--- src/rtl/ddr_traffic_gen.sv ---
// DDR controller traffic generator: writes WORDS pattern blocks, reads them back and checks them.
// Optional first-miscompare address capture is enabled by defining DDR_TRAFFIC_ERR_CAPTURE_EN.
module ddr_traffic_gen #(
  parameter int DATA_W   = 256,
  parameter int ADDR_W   = 30,
  parameter int WORDS    = 8,
  parameter int STRIDE   = 32,
  parameter int INTERVAL = 50000000
) (
  input  logic              ui_clk,
  input  logic              rst,
  input  logic              start,
  input  logic              continuous,
  input  logic [1:0]        mode,
  input  logic              ram_rdy,
  input  logic [DATA_W-1:0] block_out,
  output logic              ram_en,
  output logic              ram_write,
  output logic [ADDR_W-1:0] ram_addr,
  output logic [DATA_W-1:0] data_to_ram,
  output logic              busy,
  output logic              fail,
  output logic [15:0]       pass_cnt,
  output logic [15:0]       err_cnt,
  output logic [ADDR_W-1:0] err_addr,
  output logic [7:0]        led
);

  localparam logic [1:0] S_IDLE = 2'd0;
  localparam logic [1:0] S_WR   = 2'd1;
  localparam logic [1:0] S_RD   = 2'd2;
  localparam logic [1:0] S_WAIT = 2'd3;

  localparam int                SH_W      = (DATA_W > 1) ? $clog2(DATA_W) : 1;
  localparam logic [ADDR_W-1:0] STRIDE_A  = ADDR_W'(STRIDE);
  localparam logic [63:0]       SPAN_64   = 64'(WORDS) * 64'(STRIDE);
  localparam logic [ADDR_W-1:0] SPAN_A    = ADDR_W'(SPAN_64);
  localparam logic [15:0]       LAST_IDX  = 16'(WORDS - 1);
  localparam logic [31:0]       WAIT_LAST = 32'(INTERVAL - 1);

  logic [1:0]        r_state;
  logic [1:0]        r_mode;
  logic              r_cont;
  logic [15:0]       r_idx;
  logic [ADDR_W-1:0] r_base;
  logic [ADDR_W-1:0] r_blk_addr;
  logic [31:0]       r_wait_cnt;
  logic              r_en;
  logic              r_wr;
  logic [ADDR_W-1:0] r_addr;
  logic [DATA_W-1:0] r_data;
  logic              r_fail;
  logic [15:0]       r_pass;
  logic [15:0]       r_err_cnt;
  logic [7:0]        r_led;

  logic              w_busy;
  logic              w_last;
  logic [31:0]       w_n;
  logic [SH_W-1:0]   w_sh;
  logic [DATA_W-1:0] w_pattern;
  logic [ADDR_W-1:0] w_next_base;
  logic              w_miscmp;

  function automatic logic [DATA_W-1:0] block_pattern(input logic [1:0]        m,
                                                      input logic [SH_W-1:0]   sh,
                                                      input logic [ADDR_W-1:0] a);
    logic [DATA_W-1:0] ext;
    ext = DATA_W'(a);
    case (m)
      2'd1:    block_pattern = ext;
      2'd2:    block_pattern = ~ext;
      default: block_pattern = DATA_W'(1) << sh;
    endcase
  endfunction

  // Block sequence number n = pass_cnt*WORDS + i fits in 32 bits for the allowed WORDS range.
  assign w_n         = 32'(r_pass) * 32'(WORDS) + 32'(r_idx);
  assign w_sh        = SH_W'(w_n % 32'(DATA_W));
  assign w_pattern   = block_pattern(r_mode, w_sh, r_blk_addr);
  assign w_last      = (r_idx == LAST_IDX);
  assign w_next_base = r_base + SPAN_A;
  assign w_busy      = (r_state != S_IDLE);
  assign w_miscmp    = (r_state == S_RD) && r_en && ram_rdy && (block_out != r_data);

  // During reads data_to_ram keeps the expected block, which is what block_out is compared against.
  always_ff @(posedge ui_clk or negedge rst) begin
    if (!rst) begin
      r_state    <= S_IDLE;
      r_mode     <= 2'd0;
      r_cont     <= 1'b0;
      r_idx      <= '0;
      r_base     <= '0;
      r_blk_addr <= '0;
      r_wait_cnt <= '0;
      r_en       <= 1'b0;
      r_wr       <= 1'b0;
      r_addr     <= '0;
      r_data     <= '0;
      r_pass     <= '0;
      r_led      <= '0;
    end else begin
      r_led <= {r_fail, w_busy, r_pass[5:0]};
      case (r_state)
        S_IDLE: begin
          if (start) begin
            r_mode     <= mode;
            r_cont     <= continuous;
            r_idx      <= '0;
            r_base     <= '0;
            r_blk_addr <= '0;
            r_state    <= S_WR;
          end
        end
        S_WR, S_RD: begin
          if (!r_en) begin
            r_en   <= 1'b1;
            r_wr   <= (r_state == S_WR);
            r_addr <= r_blk_addr;
            r_data <= w_pattern;
          end else if (ram_rdy) begin
            r_en <= 1'b0;
            if (!w_last) begin
              r_idx      <= r_idx + 16'd1;
              r_blk_addr <= r_blk_addr + STRIDE_A;
            end else begin
              r_idx <= '0;
              if (r_state == S_WR) begin
                r_state    <= S_RD;
                r_blk_addr <= r_base;
              end else begin
                r_pass <= r_pass + 16'd1;
                if (r_cont) begin
                  r_state    <= S_WAIT;
                  r_base     <= w_next_base;
                  r_blk_addr <= w_next_base;
                  r_wait_cnt <= '0;
                end else begin
                  r_state <= S_IDLE;
                end
              end
            end
          end
        end
        S_WAIT: begin
          // The first write is issued straight from WAIT so exactly INTERVAL cycles pass with ram_en low.
          if (r_wait_cnt == WAIT_LAST) begin
            r_state <= S_WR;
            r_en    <= 1'b1;
            r_wr    <= 1'b1;
            r_addr  <= r_blk_addr;
            r_data  <= w_pattern;
          end else begin
            r_wait_cnt <= r_wait_cnt + 32'd1;
          end
        end
      endcase
    end
  end

  always_ff @(posedge ui_clk or negedge rst) begin
    if (!rst) begin
      r_fail    <= 1'b0;
      r_err_cnt <= '0;
    end else if (w_miscmp) begin
      r_fail <= 1'b1;
      if (r_err_cnt != 16'hFFFF) begin
        r_err_cnt <= r_err_cnt + 16'd1;
      end
    end
  end

`ifdef DDR_TRAFFIC_ERR_CAPTURE_EN
  logic [ADDR_W-1:0] r_err_addr;

  always_ff @(posedge ui_clk or negedge rst) begin
    if (!rst) begin
      r_err_addr <= '0;
    end else if (w_miscmp && !r_fail) begin
      r_err_addr <= r_addr;
    end
  end

  assign err_addr = r_err_addr;
`else
  assign err_addr = '0;
`endif

  assign ram_en      = r_en;
  assign ram_write   = r_wr;
  assign ram_addr    = r_addr;
  assign data_to_ram = r_data;
  assign busy        = w_busy;
  assign fail        = r_fail;
  assign pass_cnt    = r_pass;
  assign err_cnt     = r_err_cnt;
  assign led         = r_led;

endmodule
--- config.mk ---
export PLATFORM = sky130hd
export DESIGN_NAME = ddr_traffic_gen
export DESIGN_NICKNAME = d
export VERILOG_FILES = /design/src/rtl/ddr_traffic_gen.sv
export SDC_FILE = /design/constraint.sdc
export NUM_CORES = 1
export LEC_CHECK = 0
export ABC_CLOCK_PERIOD_IN_PS = 3500
export BUFFER_PORTS_ARGS = -buffer_cell sky130_fd_sc_hd__buf_2
export CAP_MARGIN = 15
export CORE_AREA = 2 2 239 241
export CTS_CLUSTER_SIZE = 14
export DETAILED_ROUTE_END_ITERATION = 7
export DIE_AREA = 0 0 241 243
export GPL_TIMING_DRIVEN = 1
export PLACE_DENSITY = 0.72
export SLEW_MARGIN = 5
export SYNTH_ARGS = -nofsm -noshare
export SYNTH_HDL_FRONTEND = slang
export SYNTH_SLANG_ARGS = --single-unit
--- constraint.sdc ---
create_clock -name ui_clk -period 3.5 [get_ports ui_clk]
set_input_delay 0.7 -clock ui_clk [delete_from_list [all_inputs] [get_ports ui_clk]]
set_output_delay 0.7 -clock ui_clk [all_outputs]
set_load 0.02 [all_outputs]
==> run summary, run 1 <==
Count of vias placed by the detailed router = 22357
Avg WL per Cell = 26.3 um
Final non-filler cell area = 29300 um2
Post-DP HPWL = 75800 um
Sequential-to-total area share from yosys stat = 45.2%
Area of the multi-input gates = 12000 um2
Worst slew slack as a fraction of its limit = 32.1%
Die ar. = 58600 um2
Power density normalized to cell area = 877 nW/um2
Sw Pwr = 0.0122 W
Setup-failing EPs final = 0
Critical setup path kind = reg2reg
Vertical die dimension = 243 um
Dominant synthesized flop cell = sky130_fd_sc_hd__dfrtp_1
Storage cell area = 10700 um2
Cell variety after synth = 70
Worst Clk Skew = 22.7 ps
H-tree depth reported by CTS = 2
Count of placed standard cells including taps = 3782
Power Internal = 0.0134 W
Switching part of the total power = 47.7%
I/O pin total = 623
Number of antenna violations at the first check in global routing = 16
Detail Route Antenna Nets = 0
Filler Cells Inserted = 5200
Final non-filler cell total = 3874
Synthesized flop and latch total = 426
Most common library cell in the layout ignoring fill and taps = sky130_fd_sc_hd__buf_2
Largest net degree at the start of global routing = 163
Number of buffers added by the clock tree synthesis step = 47
Bufs on Longest Clock Path = 3
Final worst path period share = 94.2%
Number of hold violations in the final report = 0
Starting Density = 42.2%
Global-route wire length before repair = 144000 um
Syn_area_per_cell = 9.35 um2
Instance count of the mapped netlist = 2525
Number of buffers added on ports = 592
Logic gate share of total power = 48.9%
Status = complete, no violations
Fraction of power consumed by the clock network = 19.9%
Max Fclk = 303 MHz
Worst-path fanout max = 9
Worst Path Required = 3970 ps
Sequential group share of total power = 31.2%
Total gr overflow = 0
Leakage power total = 13.5 nW
Final #Nets = 3361
Global-route usage over all layers = 33.9%
Largest vdd supply drop = 0.000784 V
Number of cells on the worst reg-to-reg path = 8
Worst hold path type = in2async
Worst Hold Margin = 110 ps
Cell Area, Placed = 27700 um2
Layout cell share with drive strength beyond 1 = 28.1%
Number of maximum-capacitance violations = 0
Commonest cells after routing, fill and taps aside = sky130_fd_sc_hd__buf_2 (591), sky130_fd_sc_hd__dfrtp_1 (426), sky130_fd_sc_hd__nand2_1 (328), sky130_fd_sc_hd__o21ai_0 (308), sky130_fd_sc_hd__xnor2_1 (278)
CTS tree = built
Number of iterations in the first detailed-routing pass = 8
Type of element launching the critical path = flop
DRC viols = 0
RSZ-0062 raised after global routing = no
Overall power after layout = 0.0257 W
Number of cell rows = 87
Number of flops mapped to enable cells by yosys = 0
Vias in the first global route = 20891
Kind of end point of the critical path = flop
Clock Tree Root = sky130_fd_sc_hd__clkbuf_16
Placer congestion estimate = 0.992
First DRT Iteration DRCs = 2655
Detailed-route vias per instance = 5.77
Data arrival, critical path = 3760 ps
Total count of max-transition violations in the final report = 0
Worst r2r dst = err_cnt[1]
Min Clock Period, post-route = 3300 ps
R2R Setup Slk = 200 ps
Clock latency on the worst-skew pair = 580 ps
Reg-to-reg startpoint = data_to_ram[156]
Combined area of all synthesized cells = 23600 um2
Die width = 241 um
Core region area = 56000 um2
Pin slew with the least headroom to its limit = 1020 ps
Share of flip-flops with an asynchronous set or reset = 100%
Clock-pin transition on the worst setup and hold timing paths = 60 ps
Layout overhead on the synthesized area = 24.0%
Total clock sinks = 426
Detailed Route WL = 102000 um
Count of synthesis-stage warnings from yosys = 0
[registers in the layout, summed over array words and instances, names as in the netlist, 8 cells and up]
| signal | count |
|---|---|
| data_to_ram | 256 |
| r_wait_cnt | 32 |
| r_blk_addr | 26 |
| ram_addr | 26 |
| r_base | 22 |
| err_cnt | 16 |
| pass_cnt | 16 |
| r_idx | 16 |
| led | 8 |
[worst max path at each step]
stage,from,to,slack (ps),depth (start not counted)
floorplan,pass_cnt[0],data_to_ram[130],660,11
global placement,block_out[156],err_cnt[1],-340,9
detailed placement,block_out[156],err_cnt[7],-400,10
CTS,data_to_ram[229],err_cnt[1],30,8
global route,data_to_ram[247],err_cnt[1],80,9
finish,data_to_ram[156],err_cnt[1],200,8
[kinds of logic after synthesis]
group                      Yosys count  synth area share (%)
AOI/OAI and AO/OA                  649                  16.1
muxes                              110                  5.25
buffers and inverters              251                  4.83
and+or+nand+nor                    730                  15.0
other                                1                0.0159
xor gates and xnor gates           335                  12.4
DFF                                426                  45.2
adders and majority gates           23                  1.25
[area by class of cell]
class | count | share of cell area [%]
multi-input combinational | 1877 | 41.0
sequential | 426 | 36.4
timing repair buffer | 703 | 13.6
clock buffer | 67 | 4.65
tap | 756 | 3.23
clock inverter | 14 | 0.658
inverter | 20 | 0.256
antenna | 11 | 0.0940
[synthesized netlist by cell type, types with 7 or more instances]
cell / number / area [um2]
sky130_fd_sc_hd__mux2i_1: 29 / 290
sky130_fd_sc_hd__nand3_1: 44 / 220
sky130_fd_sc_hd__a21o_1: 13 / 97.6
sky130_fd_sc_hd__and2_1: 22 / 138
sky130_fd_sc_hd__mux2_2: 54 / 608
sky130_fd_sc_hd__and3_1: 27 / 169
sky130_fd_sc_hd__a31oi_1: 192 / 1200
sky130_fd_sc_hd__nor4_1: 32 / 200
sky130_fd_sc_hd__buf_2: 13 / 65.1
sky130_fd_sc_hd__o22ai_1: 7 / 43.8
sky130_fd_sc_hd__and4_1: 10 / 87.6
sky130_fd_sc_hd__o21ai_0: 308 / 1540
sky130_fd_sc_hd__inv_1: 20 / 75.1
sky130_fd_sc_hd__o21ai_1: 27 / 135
sky130_fd_sc_hd__a21oi_1: 29 / 145
sky130_fd_sc_hd__buf_1: 13 / 48.8
sky130_fd_sc_hd__nor2_1: 83 / 312
sky130_fd_sc_hd__nand4_1: 84 / 526
sky130_fd_sc_hd__mux2_1: 17 / 191
sky130_fd_sc_hd__nand2_1: 328 / 1230
sky130_fd_sc_hd__o22a_1: 19 / 166
sky130_fd_sc_hd__a22o_1: 22 / 193
sky130_fd_sc_hd__xor2_1: 56 / 490
sky130_fd_sc_hd__or3_1: 13 / 81.3
sky130_fd_sc_hd__clkbuf_1: 162 / 608
sky130_fd_sc_hd__dfrtp_1: 426 / 10700
sky130_fd_sc_hd__mux2_4: 10 / 150
sky130_fd_sc_hd__xnor2_1: 279 / 2440
sky130_fd_sc_hd__o31ai_1: 7 / 52.6
sky130_fd_sc_hd__nor3_1: 47 / 235
sky130_fd_sc_hd__ha_1: 22 / 275
sky130_fd_sc_hd__buf_4: 36 / 270
[metal layers]
layer	track usage, %	up-vias	wire, um
met5	0	-	27
met4	25.4	4	8430
met3	8.17	287	9920
met2	51.2	1264	45400
met1	41.8	10786	38000
li1	-	10016	-
[per-stage QoR]
| step | utilization (%) | setup TNS, ps | worst slack [ps] |
|---|---|---|---|
| 6_report | 52.3 | 0 | 203 |
| 5_1_grt | 52.3 | 0 | 78.4 |
| 4_1_cts | 52.3 | 0 | 25.2 |
| 3_5_place_dp | 49.5 | -5590 | -398 |
| 3_3_place_gp | 49.5 | -4800 | -343 |
| 2_1_floorplan | - | 0 | 664 |
[power by group through the flow]
stage	registers (W)	clock network, W	logic, W
2_1_floorplan	0.00886	0	0.00644
3_5_place_dp	0.00803	0	0.0123
3_3_place_gp	0.00799	0	0.0122
6_report	0.00801	0.00511	0.0126
4_1_cts	0.00794	0.00515	0.0124
5_1_grt	0.00808	0.00536	0.0134
[critical path, cell delays in order (launching register included)]
cell,delay (ps)
sky130_fd_sc_hd__dfrtp_1,410
sky130_fd_sc_hd__xnor2_1,720
sky130_fd_sc_hd__nand4_1,360
sky130_fd_sc_hd__nor4_2,560
sky130_fd_sc_hd__nand4_1,180
sky130_fd_sc_hd__nor4_2,310
sky130_fd_sc_hd__buf_4,240
sky130_fd_sc_hd__nor2_1,100
sky130_fd_sc_hd__mux2_2,300
[repair_timing]
item | CTS | global route
buffers inserted | 0 | 0
cloned | 0 | 0
resized for setup | 1 | 1
endpoints found under the setup margin | 1 | 11
pin swaps | 0 | 1
hold buffers | 0 | 0
Note: power is estimated with default switching activity, not from simulation.
==> inputs of run 2 (changes only) <==
--- a/config.mk
+++ b/config.mk
@@ -8,11 +8,12 @@
 export ABC_CLOCK_PERIOD_IN_PS = 3500
 export BUFFER_PORTS_ARGS = -buffer_cell sky130_fd_sc_hd__buf_2
 export CAP_MARGIN = 15
-export CORE_AREA = 2 2 239 241
+export CORE_AREA = 3 3 240 242
 export CTS_CLUSTER_SIZE = 14
 export DETAILED_ROUTE_END_ITERATION = 7
-export DIE_AREA = 0 0 241 243
+export DIE_AREA = 0 0 243 245
 export GPL_TIMING_DRIVEN = 1
+export MAX_ROUTING_LAYER = met4
 export PLACE_DENSITY = 0.72
 export SLEW_MARGIN = 5
 export SYNTH_ARGS = -nofsm -noshare
==> run 2 against run 1 <==
Compared with the run above: power is 3.3% higher; non-clock buffer count is 15 higher; combinational power is 4% higher; sequential power hardly changed; final area is 1.1% higher; clock skew is 7.3 ps higher; critical path depth stayed put; critical path type unchanged; critical endpoint unchanged; largest cell class unchanged; largest power group unchanged.
==> run summary, run 2 (synthesis gave the netlist of run 1 again) <==
Data arrival, critical path = 3830 ps (was 3760 ps)
Number of hold violations in the final report = 0 (unchanged)
Number of cell rows = 86 (was 87)
I/O pin total = 623 (unchanged)
Setup-failing EPs final = 0 (unchanged)
CTS tree = built (unchanged)
DRC viols = 0 (unchanged)
Final core utilization = 53.5% (was 52.3%)
Commonest cells after routing, fill and taps aside = sky130_fd_sc_hd__buf_2 (591), sky130_fd_sc_hd__dfrtp_1 (426), sky130_fd_sc_hd__nand2_1 (328), sky130_fd_sc_hd__o21ai_0 (308), sky130_fd_sc_hd__xnor2_1 (277) (was sky130_fd_sc_hd__buf_2 (591), sky130_fd_sc_hd__dfrtp_1 (426), sky130_fd_sc_hd__nand2_1 (328), sky130_fd_sc_hd__o21ai_0 (308), sky130_fd_sc_hd__xnor2_1 (278))
Bufs on Longest Clock Path = 3 (unchanged)
Starting Density = 42.7% (was 42.2%)
Filler Cells Inserted = 5091 (was 5200)
Worst slew slack as a fraction of its limit = 30.6% (was 32.1%)
Detailed-route vias per instance = 5.76 (was 5.77)
Vias in the first global route = 20924 (was 20891)
First DRT Iteration DRCs = 2455 (was 2655)
Max Fclk = 297 MHz (was 303 MHz)
Layout cell share with drive strength beyond 1 = 28.5% (was 28.1%)
Leakage power total = 13.7 nW (was 13.5 nW)
Max FFs per register = 256 (unchanged)
Critical setup path kind = reg2reg (unchanged)
Total negative slack = 0 ps (unchanged)
Clock Tree Root = sky130_fd_sc_hd__clkbuf_16 (unchanged)
Worst Clk Skew = 30.1 ps (was 22.7 ps)
Total count of max-transition violations in the final report = 0 (unchanged)
Worst Path Required = 3970 ps (about the same)
Count of vias placed by the detailed router = 22423 (was 22357)
Status = complete, no violations (unchanged)
Number of antenna violations at the first check in global routing = 9 (was 16)
Die width = 243 um (was 241 um)
Clock-pin transition on the worst setup and hold timing paths = 60 ps (about the same)
Worst hold path type = in2async (unchanged)
Pin slew with the least headroom to its limit = 1040 ps (was 1020 ps)
Post-DP HPWL = 78900 um (was 75800 um)
Detail Route Antenna Nets = 0 (unchanged)
Placer congestion estimate = 1.03 (was 0.992)
Avg WL per Cell = 26.4 um (was 26.3 um)
Count of placed standard cells including taps = 3789 (was 3782)
Most common library cell in the layout ignoring fill and taps = sky130_fd_sc_hd__buf_2 (unchanged)
H-tree depth reported by CTS = 2 (unchanged)
Global-route usage over all layers = 34.3% (was 33.9%)
Post-CTS Setup Inserts = 0 (unchanged)
Layout overhead on the synthesized area = 25.3% (was 24.0%)
Total clock sinks = 426 (unchanged)
Final non-filler cell total = 3890 (was 3874)
Clock latency on the worst-skew pair = 600 ps (was 580 ps)
Number of buffers added on ports = 592 (unchanged)
Worst Hold Margin = 85.3 ps (was 110 ps)
Total gr overflow = 0 (unchanged)
Worst-path fanout max = 13 (was 9)
Number of maximum-capacitance violations = 0 (unchanged)
Core region area = 55300 um2 (was 56000 um2)
Kind of end point of the critical path = flop (unchanged)
Largest vdd supply drop = 0.000669 V (was 0.000784 V)
Final #Nets = 3377 (was 3361)
Type of element launching the critical path = flop (unchanged)
Die ar. = 59500 um2 (was 58600 um2)
Final worst path period share = 96.1% (was 94.2%)
Number of buffers added by the clock tree synthesis step = 48 (was 47)
Number of iterations in the first detailed-routing pass = 5 (was 8)
Final non-filler cell area = 29600 um2 (was 29300 um2)
Detailed Route WL = 103000 um (was 102000 um)
Power density normalized to cell area = 896 nW/um2 (was 877 nW/um2)
Largest net degree at the start of global routing = 68 (was 163)
Vertical die dimension = 245 um (was 243 um)
Cell Area, Placed = 27900 um2 (was 27700 um2)
Min Clock Period, post-route = 3360 ps (was 3300 ps)
Global-route wire length before repair = 147000 um (was 144000 um)
RSZ-0062 raised after global routing = no (unchanged)
run 2: cell count changes in the layout (fill, tap and decap cells not counted), sizes merged:
cell,change
buf,+15
clkinv,+8
clkbuf,+2
clkinvlp,-1
bufinv,+2
inv,-3
diode,+1
run 2: power by group:
group	internal, W	total [W]	switching (W)
clock network	0.00320	0.00535	0.00215
registers	0.00626	0.00804	0.00178
logic	0.00464	0.0131	0.00849
total	0.0141	0.0265	0.0124
run 2: final cells by class:
type / count / area [um2] / share of cell area (%)
well taps: 748 / 936 / 3.16
flip-flops and latches: 426 / 10700 / 36.0
clock inverters: 20 / 278 / 0.939
repair buffers: 718 / 4210 / 14.2
diodes: 12 / 30.0 / 0.102
multi-input cells: 1877 / 12000 / 40.6
clock buffers: 69 / 1380 / 4.67
inverters: 20 / 75.1 / 0.254
run 2: critical path: stages (launching register included):
cell and delay [ps]:
sky130_fd_sc_hd__dfrtp_1 420, sky130_fd_sc_hd__xnor2_1 320, sky130_fd_sc_hd__nand4_1 530, sky130_fd_sc_hd__nor4_1 520, sky130_fd_sc_hd__nand4_1 390, sky130_fd_sc_hd__nor4_2 380
sky130_fd_sc_hd__buf_4 280, sky130_fd_sc_hd__nor2_1 100, sky130_fd_sc_hd__mux2_2 300
run 2: per-stage QoR:
stage / power [W] / worst slack (ps)
after detailed placement: 0.0210 / -431
after global routing: 0.0277 / 163
after floorplan: 0.0153 / 664
after CTS: 0.0264 / 204
final: 0.0265 / 135
after global placement: 0.0208 / -421
run 2: what timing repair did:
item	CTS	global route
setup endpoints to repair	7	1
resized for setup	1	1
hold buffers	0	0
run 2: worst paths after layout:
path                            cells after the start       startpoint                to  slack, ps
worst max-delay path                                8  data_to_ram[24]        err_cnt[1]        140
worst min register to register                      0             fail            led[7]        410
worst max register to register                      8  data_to_ram[24]        err_cnt[1]        140
min in group ui_clk                                 2       continuous            r_cont        340
max in group asynchronous                           2              rst  data_to_ram[195]       2440
worst min-delay path                                1              rst        r_base[23]         90
run 2: layer usage:
metal / global-route usage (%) / vias to the layer above / part of all wire, % / routed length, um
li1: - / 10058 / - / -
met1: 42.5 / 10919 / 38 / 39600
met2: 52.0 / 1195 / 45 / 46800
met3: 6.41 / 251 / 8.5 / 8770
met4: 21.7 / 0 / 7.5 / 7760
met5: - / - / 0 / 0
==> inputs of run 3 (changes only) <==
--- a/config.mk
+++ b/config.mk
@@ -8,10 +8,10 @@
 export ABC_CLOCK_PERIOD_IN_PS = 3500
 export BUFFER_PORTS_ARGS = -buffer_cell sky130_fd_sc_hd__buf_2
 export CAP_MARGIN = 15
-export CORE_AREA = 3 3 240 242
+export CORE_AREA = 2 2 239 241
 export CTS_CLUSTER_SIZE = 14
 export DETAILED_ROUTE_END_ITERATION = 7
-export DIE_AREA = 0 0 243 245
+export DIE_AREA = 0 0 241 243
 export GPL_TIMING_DRIVEN = 1
 export MAX_ROUTING_LAYER = met4
 export PLACE_DENSITY = 0.72
==> run 3 against run 2 <==
Compared with the run above: sequential power about the same; die area decreased by 1.6%; clock power increased by 2%; critical path type unchanged; utilization decreased by 0.46 points; combinational power about the same; critical endpoint unchanged; global-route usage increased by 0.82 points; maximum frequency decreased by 1.8%; highest routed layer unchanged.
==> run summary, run 3 (synthesis gave the netlist of run 1 again) <==
Status = complete, no violations (unchanged)
Reg-to-reg startpoint = data_to_ram[27] (was data_to_ram[24])
Vertical die dimension = 243 um (was 245 um)
Worst setup slack after placement = -405 ps (was -431 ps)
Worst hold path type = in2async (unchanged)
Number of maximum-capacitance violations = 0 (unchanged)
Leakage power total = 13.7 nW (about the same)
Worst slew slack as a fraction of its limit = 20.5% (was 30.6%)
Largest vdd supply drop = 0.000652 V (was 0.000669 V)
Clock latency on the worst-skew pair = 600 ps (about the same)
Layout cell share with drive strength beyond 1 = 28.6% (was 28.5%)
Power density normalized to cell area = 895 nW/um2 (was 896 nW/um2)
Count of placed standard cells including taps = 3803 (was 3789)
First DRT Iteration DRCs = 2655 (was 2455)
Clock Tree Root = sky130_fd_sc_hd__clkbuf_16 (unchanged)
Pin slew with the least headroom to its limit = 1180 ps (was 1040 ps)
Commonest cells after routing, fill and taps aside = sky130_fd_sc_hd__buf_2 (591), sky130_fd_sc_hd__dfrtp_1 (426), sky130_fd_sc_hd__nand2_1 (328), sky130_fd_sc_hd__o21ai_0 (308), sky130_fd_sc_hd__xnor2_1 (278) (was sky130_fd_sc_hd__buf_2 (591), sky130_fd_sc_hd__dfrtp_1 (426), sky130_fd_sc_hd__nand2_1 (328), sky130_fd_sc_hd__o21ai_0 (308), sky130_fd_sc_hd__xnor2_1 (277))
Post-DP HPWL = 77000 um (was 78900 um)
CTS tree = built (unchanged)
Number of hold violations in the final report = 0 (unchanged)
Core region area = 56000 um2 (was 55300 um2)
Die width = 241 um (was 243 um)
Starting Density = 42.2% (was 42.7%)
Type of element launching the critical path = flop (unchanged)
Final non-filler cell area = 29700 um2 (was 29600 um2)
Total clock sinks = 426 (unchanged)
Worst Clk Skew = 14.7 ps (was 30.1 ps)
Final worst path period share = 97.9% (was 96.1%)
I/O pin total = 623 (unchanged)
Clock-pin transition on the worst setup and hold timing paths = 60 ps (about the same)
Placer congestion estimate = 1.03 (unchanged)
Detailed-route vias per instance = 5.76 (about the same)
Number of buffers added on ports = 592 (unchanged)
Total gr overflow = 0 (unchanged)
Detailed Route WL = 103000 um (about the same)
Count of vias placed by the detailed router = 22470 (was 22423)
Post-CTS Setup Inserts = 0 (unchanged)
Bufs on Longest Clock Path = 3 (unchanged)
Largest net degree at the start of global routing = 89 (was 68)
Number of antenna violations at the first check in global routing = 15 (was 9)
Global-route usage over all layers = 35.2% (was 34.3%)
Avg WL per Cell = 26.3 um (was 26.4 um)
Setup-failing EPs final = 0 (unchanged)
Worst-path fanout max = 11 (was 13)
Post-route setup slack = 74.9 ps (was 135 ps)
Total count of max-transition violations in the final report = 0 (unchanged)
DRC viols = 0 (unchanged)
Number of buffers added by the clock tree synthesis step = 49 (was 48)
H-tree depth reported by CTS = 2 (unchanged)
Final non-filler cell total = 3903 (was 3890)
Worst Path Required = 3970 ps (about the same)
Min Clock Period, post-route = 3430 ps (was 3360 ps)
Detail Route Antenna Nets = 0 (unchanged)
Critical setup path kind = reg2reg (unchanged)
Number of cell rows = 87 (was 86)
Number of iterations in the first detailed-routing pass = 6 (was 5)
Worst r2r dst = err_cnt[1] (unchanged)
R2R Setup Slk = 70 ps (was 140 ps)
Cell Area, Placed = 27900 um2 (about the same)
Vias in the first global route = 20932 (was 20924)
Global-route wire length before repair = 145000 um (was 147000 um)
RSZ-0062 raised after global routing = no (unchanged)
Layout overhead on the synthesized area = 25.7% (was 25.3%)
Final core utilization = 53.0% (was 53.5%)
Data arrival, critical path = 3900 ps (was 3830 ps)
Final #Nets = 3384 (was 3377)
Number of cells on the worst reg-to-reg path = 9 (was 8)
Most common library cell in the layout ignoring fill and taps = sky130_fd_sc_hd__buf_2 (unchanged)
Die ar. = 58600 um2 (was 59500 um2)
Max FFs per register = 256 (unchanged)
Max Fclk = 292 MHz (was 297 MHz)
Kind of end point of the critical path = flop (unchanged)
-- run 3: changes by cell type in the layout (fill, tap and decap cells not counted), sizes merged --
cell / before / now
inv: 20 / 23
clkinv: 12 / 6
diode: 12 / 15
buf: 718 / 724
clkbuf: 69 / 70
clkinvlp: 2 / 0
-- run 3: how the worst max path moves through the flow --
stage,from,end,slack [ps]
finish,data_to_ram[27],err_cnt[1],70
global route,data_to_ram[27],err_cnt[1],4
CTS,data_to_ram[156],err_cnt[1],110
detailed placement,block_out[229],err_cnt[1],-410
global placement,block_out[229],err_cnt[1],-350
floorplan,pass_cnt[0],data_to_ram[130],660
-- run 3: routing by layer --
metal / GRT usage (%) / wire length [um]
met1: 42.8 / 39000
met2: 52.1 / 46500
met3: 6.99 / 9310
met4: 24.7 / 8030
met5: - / 0
-- run 3: layout make-up --
class	instances	area, um2
diodes	15	37.5
flip-flops and latches	426	10700
well taps	756	946
fillers	5123	26300
clock buffers	70	1450
clock inverters	15	243
multi-input cells	1877	12000
repair buffers	724	4250
inverters	20	75.1
-- run 3: what timing repair did --
action                                  4_1_cts  5_1_grt
endpoints found under the setup margin        8        0
resized for setup                             1        0
hold buffers                                  0        0
-- run 3: worst max-delay path, cell delays in order, from the launching register on --
cell                      delay, ps
sky130_fd_sc_hd__dfrtp_1        460
sky130_fd_sc_hd__xnor2_1        180
sky130_fd_sc_hd__buf_4          200
sky130_fd_sc_hd__nand4_1        470
sky130_fd_sc_hd__nor4_1         720
sky130_fd_sc_hd__nand4_1        310
sky130_fd_sc_hd__nor4_2         310
sky130_fd_sc_hd__buf_4          250
sky130_fd_sc_hd__nor2_1         100
sky130_fd_sc_hd__mux2_2         290
-- run 3: power by group --
part / total (W) / internal, W / switching, W
combinational: 0.0131 / 0.00452 / 0.00855
clock: 0.00544 / 0.00331 / 0.00214
sequential: 0.00802 / 0.00626 / 0.00177
-- run 3: stage by stage --
step / hold WS, ps / setup TNS, ps / power [W]
4_1_cts: 174 / 0 / 0.0263
3_3_place_gp: 407 / -4500 / 0.0206
6_report: 146 / 0 / 0.0265
5_1_grt: 203 / 0 / 0.0277
3_5_place_dp: 416 / -5380 / 0.0208
2_1_floorplan: 404 / 0 / 0.0153
